File: config.mk
export PLATFORM = sky130hd
export DESIGN_NAME = cb_credit_tx
export DESIGN_NICKNAME = d
export VERILOG_FILES = /design/src/rtl/cb_pkg.sv /design/src/rtl/cb_credit_counter.sv /design/src/rtl/cb_credit_tx.sv
export SDC_FILE = /design/constraint.sdc
export NUM_CORES = 1
export LEC_CHECK = 0
export ABC_CLOCK_PERIOD_IN_PS = 3900
export CAP_MARGIN = 20
export CORE_MARGIN = 2
export CORE_UTILIZATION = 40
export CTS_CLUSTER_DIAMETER = 80
export DETAILED_ROUTE_END_ITERATION = 16
export PLACE_DENSITY = 0.78
export SLEW_MARGIN = 0
export SYNTH_ARGS = -nofsm -noshare
export SYNTH_HDL_FRONTEND = slang
export SYNTH_SLANG_ARGS = --single-unit
File: constraint.sdc
create_clock -name clk -period 3.9 [get_ports clk]
set_input_delay 0.585 -clock clk [delete_from_list [all_inputs] [get_ports clk]]
set_output_delay 0.585 -clock clk [all_outputs]
set_load 0.02 [all_outputs]
File: src/rtl/cb_pkg.sv
// Shared definitions for the credit-based link: transmitter state encoding and
// the credit-counter width helper used by both the transmitter and the FIFO.
package cb_pkg;

  typedef enum logic [1:0] {
    INIT    = 2'd0,
    ACTIVE  = 2'd1,
    DRAIN   = 2'd2,
    DRAINED = 2'd3
  } cb_tx_state_e;

  // Width needed to hold any count in 0..max_credits inclusive.
  function automatic int cb_credit_w(input int max_credits);
    return $clog2(max_credits + 1);
  endfunction

endpackage

File: src/rtl/cb_credit_counter.sv
// Credit counter: load sets both the count and its ceiling; sends decrement,
// returns increment, and anything that would exceed the ceiling saturates and flags.
module cb_credit_counter #(
  parameter int CW = 4
) (
  input  logic          clk,
  input  logic          rst_n,
  input  logic          load,
  input  logic [CW-1:0] load_val,
  input  logic          count_en,
  input  logic          dec,
  input  logic          inc,
  output logic [CW-1:0] cnt,
  output logic [CW-1:0] cnt_max,
  output logic          err_ovf
);

  logic [CW-1:0] cnt_q, cnt_d;
  logic [CW-1:0] max_q, max_d;
  logic          err_ovf_q, err_ovf_d;
  logic [CW:0]   sum;

  always_comb begin
    // NOTE: every variable gets a default first, so no branch can infer a latch.
    cnt_d     = cnt_q;
    max_d     = max_q;
    err_ovf_d = err_ovf_q;
    // One extra bit so a return on top of a full counter is visible, not wrapped.
    sum = {1'b0, cnt_q} - {{CW{1'b0}}, dec} + {{CW{1'b0}}, inc};

    if (load) begin
      cnt_d = load_val;
      max_d = load_val;
    end else if (count_en) begin
      if (sum > {1'b0, max_q}) begin
        err_ovf_d = 1'b1;
        cnt_d     = max_q;
      end else begin
        cnt_d = sum[CW-1:0];
      end
    end

    if (inc && !count_en) err_ovf_d = 1'b1;
  end

  always_ff @(posedge clk) begin
    // NOTE: non-blocking assignments for all state so every flop samples pre-edge values.
    if (!rst_n) begin
      cnt_q     <= '0;
      max_q     <= '0;
      err_ovf_q <= 1'b0;
    end else begin
      cnt_q     <= cnt_d;
      max_q     <= max_d;
      err_ovf_q <= err_ovf_d;
    end
  end

  assign cnt     = cnt_q;
  assign cnt_max = max_q;
  assign err_ovf = err_ovf_q;

endmodule

File: src/rtl/cb_credit_tx.sv
// Credit-based transmitter: forwards a ready/valid stream onto a valid-only link,
// sending only while it holds a credit from the downstream FIFO.
module cb_credit_tx
  import cb_pkg::*;
#(
  parameter int  DATA_W      = 32,
  parameter int  MAX_CREDITS = 8,
  localparam int CW          = cb_credit_w(MAX_CREDITS)
) (
  input  logic              clk,
  input  logic              rst_n,
  input  logic              s_valid,
  output logic              s_ready,
  input  logic [DATA_W-1:0] s_data,
  output logic              tx_valid,
  output logic [DATA_W-1:0] tx_data,
  input  logic              crd_ret,
  input  logic              crd_init_valid,
  input  logic [CW-1:0]     crd_init,
  input  logic              drain_req,
  output logic              drain_done,
  output logic [CW-1:0]     credits_avail,
  output logic [CW-1:0]     in_flight,
  output logic              err_cfg,
  output logic              err_crd_ovf
);

  localparam logic [CW-1:0] MAX_CRD = CW'(MAX_CREDITS);

  cb_tx_state_e      state_q, state_d;
  logic              tx_valid_q, tx_valid_d;
  logic [DATA_W-1:0] tx_data_q, tx_data_d;
  logic              drain_done_q, drain_done_d;
  logic              err_cfg_q, err_cfg_d;
  logic              load;
  logic              init_ok;
  logic              send;
  logic              count_en;
  logic [CW-1:0]     cnt;
  logic [CW-1:0]     crd_max;

  assign init_ok  = (crd_init != '0) && (crd_init <= MAX_CRD);
  assign count_en = (state_q == ACTIVE) || (state_q == DRAIN);
  // Ready looks only at the registered count: a same-cycle return never bypasses.
  assign s_ready  = (state_q == ACTIVE) && (cnt != '0) && !drain_req;
  assign send     = s_valid && s_ready;

  cb_credit_counter #(
    .CW (CW)
  ) u_counter (
    .clk      (clk),
    .rst_n    (rst_n),
    .load     (load),
    .load_val (crd_init),
    .count_en (count_en),
    .dec      (send),
    .inc      (crd_ret),
    .cnt      (cnt),
    .cnt_max  (crd_max),
    .err_ovf  (err_crd_ovf)
  );

  always_comb begin
    state_d    = state_q;
    err_cfg_d  = err_cfg_q;
    load       = 1'b0;
    tx_valid_d = send;
    tx_data_d  = send ? s_data : tx_data_q;

    case (state_q)
      INIT: begin
        if (crd_init_valid) begin
          if (init_ok) begin
            load    = 1'b1;
            state_d = ACTIVE;
          end else begin
            err_cfg_d = 1'b1;
          end
        end
      end
      ACTIVE:  if (drain_req) state_d = DRAIN;
      // Every credit home and nothing still on the wire.
      DRAIN:   if ((cnt == crd_max) && !tx_valid_q) state_d = DRAINED;
      DRAINED: if (!drain_req) state_d = INIT;
      default: state_d = INIT;
    endcase

    drain_done_d = (state_d == DRAINED);
  end

  always_ff @(posedge clk) begin
    if (!rst_n) begin
      state_q      <= INIT;
      tx_valid_q   <= 1'b0;
      tx_data_q    <= '0;
      drain_done_q <= 1'b0;
      err_cfg_q    <= 1'b0;
    end else begin
      state_q      <= state_d;
      tx_valid_q   <= tx_valid_d;
      tx_data_q    <= tx_data_d;
      drain_done_q <= drain_done_d;
      err_cfg_q    <= err_cfg_d;
    end
  end

  assign tx_valid      = tx_valid_q;
  assign tx_data       = tx_data_q;
  assign drain_done    = drain_done_q;
  assign err_cfg       = err_cfg_q;
  assign credits_avail = cnt;
  assign in_flight     = crd_max - cnt;

  a_no_send_empty: assert property (@(posedge clk) disable iff (!rst_n) send |-> (cnt != '0));
  a_tx_has_send:   assert property (@(posedge clk) disable iff (!rst_n) tx_valid_q |-> $past(send));
  a_in_flight_max: assert property (@(posedge clk) disable iff (!rst_n) in_flight <= crd_max);

endmodule

==> results.toml <==
[sta]
min_period_ps = 3672
timing.hold.ws_ps = 452.1
finalWorstSetupSlack_ps = 227.7
worstMarginPinSlew_ps = 802.2
fmax_mhz = 272.3
max_slew_margin_pct = 46.35
hold_violations = 0
rsz0062_at_grt = "false"
fin_crit_sh_pct = 94.16
skew_ps = 4.093
setup_viol = 0
maxSlewViolCount = 0

[critical_path]
start_kind = "input pin"
arrival_ps = 3840
criticalPathCategory = "input pin to flip-flop"
r2r_end = "u_counter.cnt[0]"
endpoint_kind = "flip-flop"
r2r_setup_slack_ps = 390
critical_path_required_ps = 4060
cp_max_fo = 4
r2r_cells = 18
rr_startpoint = "u_counter.cnt[3]"

[pwr]
cellPowerDensity_nw_per_um2 = 335.9
total_power_mw = 1.132
p_leak_nw = 1.260
ir_worst_vdd_v = 0.0002114

[yosys]
synth_edf_count = 0
synth_top_family_by_area = "simple AND/OR/NAND/NOR gates"
synth_fa_ha_area_share_pct = 10.99
synth-compound-area-share_pct = 19.48
synthesis.area_um2 = 2300
synth-simple-area-share_pct = 21.06
yosysSeqAreaShare_pct = 40.04
synth_nets = 336
synth-seq-cells = 46
ys_async_sr_fraction_pct = 0
synth.avg_cell_area_um2 = 8.363
yosys_warnings = 0
synthCells = 275
ys.flop_type = "dfxtp_1"
synth_xor_area_share_pct = 2.285
synth_cell_types = 40
muxShareOfSynthArea_pct = 0

[clock_network]
cts_buffer_depth = 2
cts_tree = "yes"
clock_latency_ps = 290
cts_hold_buf = 0
cts.htree.levels = 2
clock-sinks = 46
cts_buffers = 5
root_buffer = "clkbuf_8"
clk_pin_slew_ps = 80

[global_route]
grt_pass1_wl_um = 8859
grt_overflow = 0
first_global_vias = 1936
grt_max_degree = 33
track_usage_pct = 17.65
grt_antenna_before_repair = 0

[floorplan]
dieArea_um2 = 6372
initial_core_util_pct = 41.51
fp.dieW_um = 79.83
rows = 27
die_h_um = 79.83
core_um2 = 5540
pin_count = 87

[final_layout]
n_antenna_cell = 0
most-common-layout-cells = "clkdlybuf4s50_1, nand2_1, dfxtp_1, a21boi_0, inv_1"
fin_nets = 426
final_layout_size_suffix_gt1_share_pct = 7.123
mostFrequentLayoutCell = "clkdlybuf4s50_1"
syn_to_final_growth_pct = 46.57

[routing]
viasPerCell = 4.847
vias = 2118
antenna_left = 0
drcViolationCount = 0
wire_per_inst_um = 12.96
first_pass_iters = 4
detail_route.iter0.violations = 69
wl_um = 5665

[worst_hold_path]
worstHoldStart = "tx_data[31]"
hold_class = "flip-flop to flip-flop"
hold_depth = 2
min_to = "tx_data[31]"

[placement]
place_congestion = 0.8540
portBuffers = 86
post-dp-hpwl_um = 4249
dp_slack_ps = -117.2

[outcome]
status = "completed"

[job]
maxCapViolCount = 0
==> critical path, cell delays in order <==
cell,delay (ps)
clkdlybuf4s50_1,410
nand2b_2,210
a31oi_4,150
nand2_1,100
inv_2,60
ha_1,210
inv_1,60
ha_1,150
inv_1,60
fa_2,350
xnor2_2,150
ha_1,290
a21oi_1,140
nor2b_1,80
o32ai_2,360
buf_4,180
and2_1,160
o211ai_1,120
==> registers in the layout, indices dropped and copies added (netlist names) <==
register           cells
tx_data               32
u_counter.cnt          4
u_counter.cnt_max      4
state_q                2
drain_done             1
err_cfg                1
tx_valid               1
u_counter.err_ovf      1
==> repair_timing <==
action | in CTS | in global routing
gates resized for setup | 0 | 3
buffers inserted | 0 | 1
setup endpoints to repair | 0 | 5
==> power by group <==
part | internal, mW | total, mW | leakage, nW | switching, mW
logic | 0.198 | 0.371 | 0.849 | 0.174
clock network | 0.124 | 0.269 | 0.0383 | 0.145
registers | 0.481 | 0.492 | 0.372 | 0.0111
==> layout make-up <==
class,instances,area (um^2)
Tap cell,72,90.09
Fill cell,494,2170
Timing Repair Buffer,96,935.9
Sequential cell,46,920.9
Inverter,20,75.07
Multi-Input combinational cell,196,1272
Clock buffer,7,76.32
==> cell families after synthesis <==
logic type | count (synthesis)
AO/OA/AOI/OAI | 64
AND/OR/NAND/NOR | 107
flip-flops | 46
adder cells (fa/ha/maj) | 19
XOR/XNOR | 6
buffers and inverters | 33
==> synthesized netlist by cell type, drive strengths merged (3+ instances only) <==
master	n	area share (%)
a21boi	33	11
a21o	4	1.3
a21oi	10	2.2
and2	4	1.3
buf	6	1.7
clkbuf	7	1.2
dfxtp	46	40
ha	17	9.2
inv	20	3.3
nand2	74	12
nand4	6	1.6
nor2	4	0.76
nor2b	7	1.9
nor3	3	0.65
o211ai	3	0.98
o21ai	5	1.1
o31ai	3	0.98
xnor2	5	1.9
==> per-layer routing <==
metal	up-vias	track usage, %	part of all wire, %
met1	953	21.55	44
met5	-	0	0
met3	6	4.751	5.1
met2	71	30.59	49
met4	0	4.746	1.4
li1	1088	-	-
==> worst max-delay path by stage <==
stage	startpoint	to	slack [ps]	cells past startpoint
final	drain_req	u_counter.cnt[0]	230	18
after floorplan	u_counter.cnt[3]	u_counter.err_ovf	10	18
after detailed placement	drain_req	u_counter.cnt[0]	-120	18
after global routing	drain_req	u_counter.cnt[0]	50	17
after CTS	drain_req	u_counter.cnt[3]	160	18
after global placement	drain_req	u_counter.cnt[0]	-40	18
==> through the flow <==
step	area (um^2)	cells	utilization, %	TNS (ps)
5_1_grt	3371	437	60.84	0
4_1_cts	3351	436	60.48	0
6_report	3371	437	60.84	0
3_3_place_gp	3274	429	59.10	-119.2
3_5_place_dp	3274	429	59.10	-425.0
2_1_floorplan	2322	275	-	0
(Power assumes the default switching activity.)
